==> src/rtl/clic_pkg.sv <==
// Shared CLIC definitions: per-source trigger configuration encoding.
// Also imported by the arbiter configuration register file.
package clic_pkg;

    // Per-source trigger configuration.
    // Bit 0 selects edge mode. Bit 1 selects negative polarity.
    typedef logic [1:0] trig_t;

    localparam int unsigned TrigEdgeBit = 0;
    localparam int unsigned TrigNegBit  = 1;

endpackage : clic_pkg

==> src/rtl/clic_gateway_cell.sv <==
// One interrupt source: input synchronizer, polarity/edge detection, pending flop.
module clic_gateway_cell
    import clic_pkg::*;
#(
    parameter int unsigned SyncStages = 2
) (
    input  logic  clk_i,
    input  logic  rst_ni,
    input  logic  intr_src_i,
    input  trig_t trig_i,
    input  logic  ip_we_i,
    input  logic  ip_wdata_i,
    input  logic  claim_i,
    output logic  ip_o
);

    logic s_s;
    logic prev_r;
    logic ip_r;
    logic act_s;
    logic edge_evt_s;
    logic ip_d_s;

    if (SyncStages == 0) begin : g_no_sync
        // The source already lives in the clk_i domain.
        assign s_s = intr_src_i;
    end else begin : g_sync
        logic [SyncStages-1:0] sync_r;

        // Multi-flop synchronizer chain. Every stage resets to 0.
        always_ff @(posedge clk_i or negedge rst_ni) begin
            if (!rst_ni) begin
                sync_r <= '0;
            end else begin
                sync_r[0] <= intr_src_i;
                for (int i = 1; i < int'(SyncStages); i++) begin
                    sync_r[i] <= sync_r[i-1];
                end
            end
        end

        assign s_s = sync_r[SyncStages-1];
    end

    // Track the raw synchronized value, not the active level.
    // An idle-high line then yields one rising event after reset and no falling event.
    always_ff @(posedge clk_i or negedge rst_ni) begin
        if (!rst_ni) begin
            prev_r <= 1'b0;
        end else begin
            prev_r <= s_s;
        end
    end

    // Active level and polarity-selected edge event, followed by the pending next state.
    // In edge mode the event outranks software writes and claims, so no edge is lost.
    always_comb begin
        act_s      = s_s ^ trig_i[TrigNegBit];
        edge_evt_s = 1'b0;
        ip_d_s     = ip_r;
        if (trig_i[TrigNegBit]) begin
            edge_evt_s = ~s_s & prev_r;
        end else begin
            edge_evt_s = s_s & ~prev_r;
        end
        if (!trig_i[TrigEdgeBit]) begin
            ip_d_s = act_s;
        end else if (edge_evt_s) begin
            ip_d_s = 1'b1;
        end else if (ip_we_i && ip_wdata_i) begin
            ip_d_s = 1'b1;
        end else if (ip_we_i || claim_i) begin
            ip_d_s = 1'b0;
        end else begin
            ip_d_s = ip_r;
        end
    end

    // Pending flag register. It drives ip_o directly, so nothing reaches ip_o combinationally.
    always_ff @(posedge clk_i or negedge rst_ni) begin
        if (!rst_ni) begin
            ip_r <= 1'b0;
        end else begin
            ip_r <= ip_d_s;
        end
    end

    assign ip_o = ip_r;

endmodule : clic_gateway_cell

==> src/rtl/clic_gateway.sv <==
// Interrupt gateway in front of the CLIC arbiter.
// It holds one gateway cell per source and decodes the single software IP write port.
module clic_gateway
    import clic_pkg::*;
#(
    parameter int unsigned N_SOURCE   = 256,
    parameter int unsigned SyncStages = 2,
    parameter int unsigned SrcWidth   = $clog2(N_SOURCE)
) (
    input  logic                  clk_i,
    input  logic                  rst_ni,
    input  logic [N_SOURCE-1:0]   intr_src_i,
    input  trig_t [N_SOURCE-1:0]  trig_i,
    input  logic                  ip_we_i,
    input  logic [SrcWidth-1:0]   ip_widx_i,
    input  logic                  ip_wdata_i,
    input  logic [N_SOURCE-1:0]   claim_i,
    output logic [N_SOURCE-1:0]   ip_o,
    output logic [N_SOURCE-1:0]   le_o
);

    logic [N_SOURCE-1:0] we_s;

    for (genvar n = 0; n < int'(N_SOURCE); n++) begin : g_src
        // An index at or above N_SOURCE matches no cell, so that write is dropped.
        assign we_s[n] = ip_we_i && (ip_widx_i == SrcWidth'(n));
        assign le_o[n] = trig_i[n][TrigEdgeBit];

        clic_gateway_cell #(
            .SyncStages (SyncStages)
        ) u_cell (
            .clk_i      (clk_i),
            .rst_ni     (rst_ni),
            .intr_src_i (intr_src_i[n]),
            .trig_i     (trig_i[n]),
            .ip_we_i    (we_s[n]),
            .ip_wdata_i (ip_wdata_i),
            .claim_i    (claim_i[n]),
            .ip_o       (ip_o[n])
        );
    end

endmodule : clic_gateway

==> config.mk <==
export PLATFORM = sky130hd
export DESIGN_NAME = clic_gateway
export DESIGN_NICKNAME = d
export VERILOG_FILES = /design/src/rtl/clic_pkg.sv /design/src/rtl/clic_gateway_cell.sv /design/src/rtl/clic_gateway.sv
export SDC_FILE = /design/constraint.sdc
export NUM_CORES = 2
export LEC_CHECK = 0
export ABC_AREA = 1
export CAP_MARGIN = 20
export CORE_AREA = 2 2 601 603
export DETAILED_ROUTE_END_ITERATION = 7
export DIE_AREA = 0 0 603 605
export DONT_BUFFER_PORTS = 1
export PLACE_DENSITY_LB_ADDON = 0.08
export SYNTH_ARGS = -nofsm -noshare
export SYNTH_HDL_FRONTEND = slang
export SYNTH_HIERARCHICAL = 1
export SYNTH_SLANG_ARGS = --single-unit
==> constraint.sdc <==
create_clock -name clk_i -period 1.94 [get_ports clk_i]
set_clock_uncertainty 0.05 [all_clocks]
set_input_delay 0.388 -clock clk_i [delete_from_list [all_inputs] [get_ports clk_i]]
set_output_delay 0.388 -clock clk_i [all_outputs]
set_load 0.02 [all_outputs]
==> run summary <==
initial cell density of the core -> 0.131
wire length per cell -> 24.2 um
syn avg cell area -> 8.53 um2
Mapped Nets -> 6,522
initial antenna violation count -> 215
I/O pins -> 1,548
drt initial violations -> 2,104
fin nets -> 8,076
final setup vio count -> 0
largest net degree at the start of global routing -> 257
worst ir drop on vdd -> 0.587 mV
Syn. warnings -> 6
Synth Instances -> 5,486
crit path buf inv count -> 1
filler cell count in the final layout -> 39.6k
CTS clk-pin slew, worst paths -> 0.06 ns
IO Port Bufs -> 0
Placer Congestion -> 0.827
crit-path cells -> buf_6
Slew headroom -> 0.109
TritonCTS clock tree -> built
crit-path max cell delay -> 0.45 ns
WP data arrival -> 1.46 ns
Placeable Area -> 358,000 um2
clock root buffer -> clkbuf_16
row count -> 220
WP data required -> 1.50 ns
Die Area -> 365,000 um2
critical path type -> register to output pin
die height -> 605 um
Worst-Skew Late Latency -> 0.86 ns
layout cell share with drive strength beyond 1 -> 0.107
Num CTS Buffers -> 152
Clock Sinks -> 1,024
Initial DRT Pass Iterations -> 5
Crit. End Element -> output pin
via count -> 41.5k
P per Cell Area -> 821 nW/um2
final hold vios -> 0
Max Cap Violations -> 0
Hold Crit Start -> intr_src_i[167]
number of synthesized flops with an enable pin -> 0
minimum clock period -> 1.90 ns
top_reg_cell synth -> dfrtp_1
R2R Setup Slk -> 0.04 ns
r2r endpoint -> g_src[52].u_cell/ip_o
Slew @ Worst Pin -> 1.34 ns
#FFs+latches synth -> 1,024
count of cell types in the netlist -> 17
htree depth -> 4
Hold EP -> g_src[167].u_cell/g_sync.sync_r[0]
CP max FO -> 2
Area Overhead vs Synth -> 56.0%
most frequent cells in the layout -> 1,557 x nand2_1, 1,519 x dlygate4sd3_1, 1,289 x inv_1, 948 x dfrtp_1, 509 x nor2_1
vias in the first global route -> 43.6k
asr flop ratio synth -> 1.00
cell area after synthesis -> 46,800 um2
outcome -> completed
Setup crit start kind -> register
RSZ-0062 raised after global routing -> yes
fmax -> 0.526 GHz
worst r2r path cells -> 8
Via density -> 3.46
fin. max-slew vios -> 0
commonest non-fill, non-tap cell in the layout -> nand2_1
post-layout util -> 0.204
first-pass GRT wire length -> 388 mm
aggregate global-route resource usage -> 0.157
global route overflow -> 0
CP delay by family, top -> flip-flops
slowest library cell on the worst path -> dfrtp_2
hold depth -> 1
Final period util -> 0.981
Tot Pwr -> 59.9 mW
Post-DRT Antenna Nets -> 0
worst flop-to-flop path startpoint -> g_src[52].u_cell/prev_r
setup TNS -> 0 ns
DRT Wirelength -> 290 mm
Seq/Total Area, Yosys -> 0.548
type of the worst min-delay path -> primary input to register
DIE WIDTH -> 603 um
Clock Path Buffers -> 4
DP Wirelength -> 218 mm
number of remaining DRC errors -> 0
leakage -> 34.3 nW
==> through the flow <==
stage	std cells	setup slack (ns)	cell area (um2)	hold slack, ns
finish	12000	0.0376	73000	0.0918
global route	12000	-0.0788	72900	0.0215
CTS	12000	-0.101	73700	0.0000456
detailed placement	10100	-0.222	52100	0.285
global placement	10100	-0.228	52100	0.282
floorplan	5486	0.302	46800	0.0424
==> report_power, final <==
group / total [mW] / switching, mW / internal (mW)
Clock: 28.2 / 11.5 / 16.7
Sequential: 24.8 / 2.03 / 22.8
Combinational: 6.92 / 3.33 / 3.59
Total: 59.9 / 16.9 / 43.1
==> per-layer routing <==
layer  vias up  share of wire  global-route usage
li1      19200              -                   -
met1     20100           0.40               0.180
met5         -         0.0016                   0
met3       640          0.072              0.0488
met4        66          0.030              0.0469
met2      1527           0.50               0.276
==> flip-flops by register name, indices dropped and copies added, names as in the netlist <==
register / cells
g_src.u_cell/ip_o: 256
g_src.u_cell/g_sync.sync_r: 512
g_src.u_cell/prev_r: 256
==> worst max-delay path by stage <==
| stage | from | endpoint | depth (start not counted) |
|---|---|---|---|
| after global placement | ip_widx_i[0] | g_src[24].u_cell/ip_o | 8 |
| after CTS | g_src[49].u_cell/ip_o | ip_o[49] | 1 |
| after global routing | g_src[49].u_cell/ip_o | ip_o[49] | 1 |
| final | g_src[49].u_cell/ip_o | ip_o[49] | 1 |
| after floorplan | ip_we_i | g_src[60].u_cell/ip_o | 8 |
| after detailed placement | ip_widx_i[0] | g_src[24].u_cell/ip_o | 8 |
==> logic make-up (layout without fill, tap and decap cells) <==
group                  Yosys count  in the layout  share of synthesized area
other                            0            112                          0
AOI/OAI and AO/OA              512            512                      0.103
DFF                           1024           1024                      0.548
buffers and inverters         1582           3236                      0.149
and+or+nand+nor               2368           2368                      0.201
==> layout make-up <==
type / count / area (um2) / share of cell area
well taps: 4773 / 5970 / 0.0818
flip-flops and latches: 1024 / 25700 / 0.352
repair buffers: 1690 / 17100 / 0.234
multi-input cells: 2880 / 14300 / 0.195
inverters: 1292 / 4850 / 0.0664
clock inverters: 35 / 454 / 0.00622
diodes: 112 / 280 / 0.00384
clock buffers: 219 / 4380 / 0.0600
==> Yosys cell counts (3+ instances only) <==
master	number	area share
nand3_1	258	0.028
dfrtp_1	1024	0.55
nand3_2	12	0.0026
inv_2	3	0.00024
inv_1	1289	0.10
nand2_1	1570	0.13
nand3_4	4	0.0015
clkbuf_1	16	0.0013
nor2_1	517	0.041
a21boi_2	256	0.062
buf_2	12	0.0013
buf_4	259	0.042
nor2_2	3	0.00040
o21bai_1	256	0.041
buf_6	3	0.00072
==> what timing repair did <==
action	CTS	global route
buffers inserted	1	53
endpoints found under the hold margin	1523	46
hold buffers	1659	46
setup endpoints to repair	79	188
pin swaps	0	50
resized for setup	81	9
No activity file was read; power rests on OpenSTA's default activity.
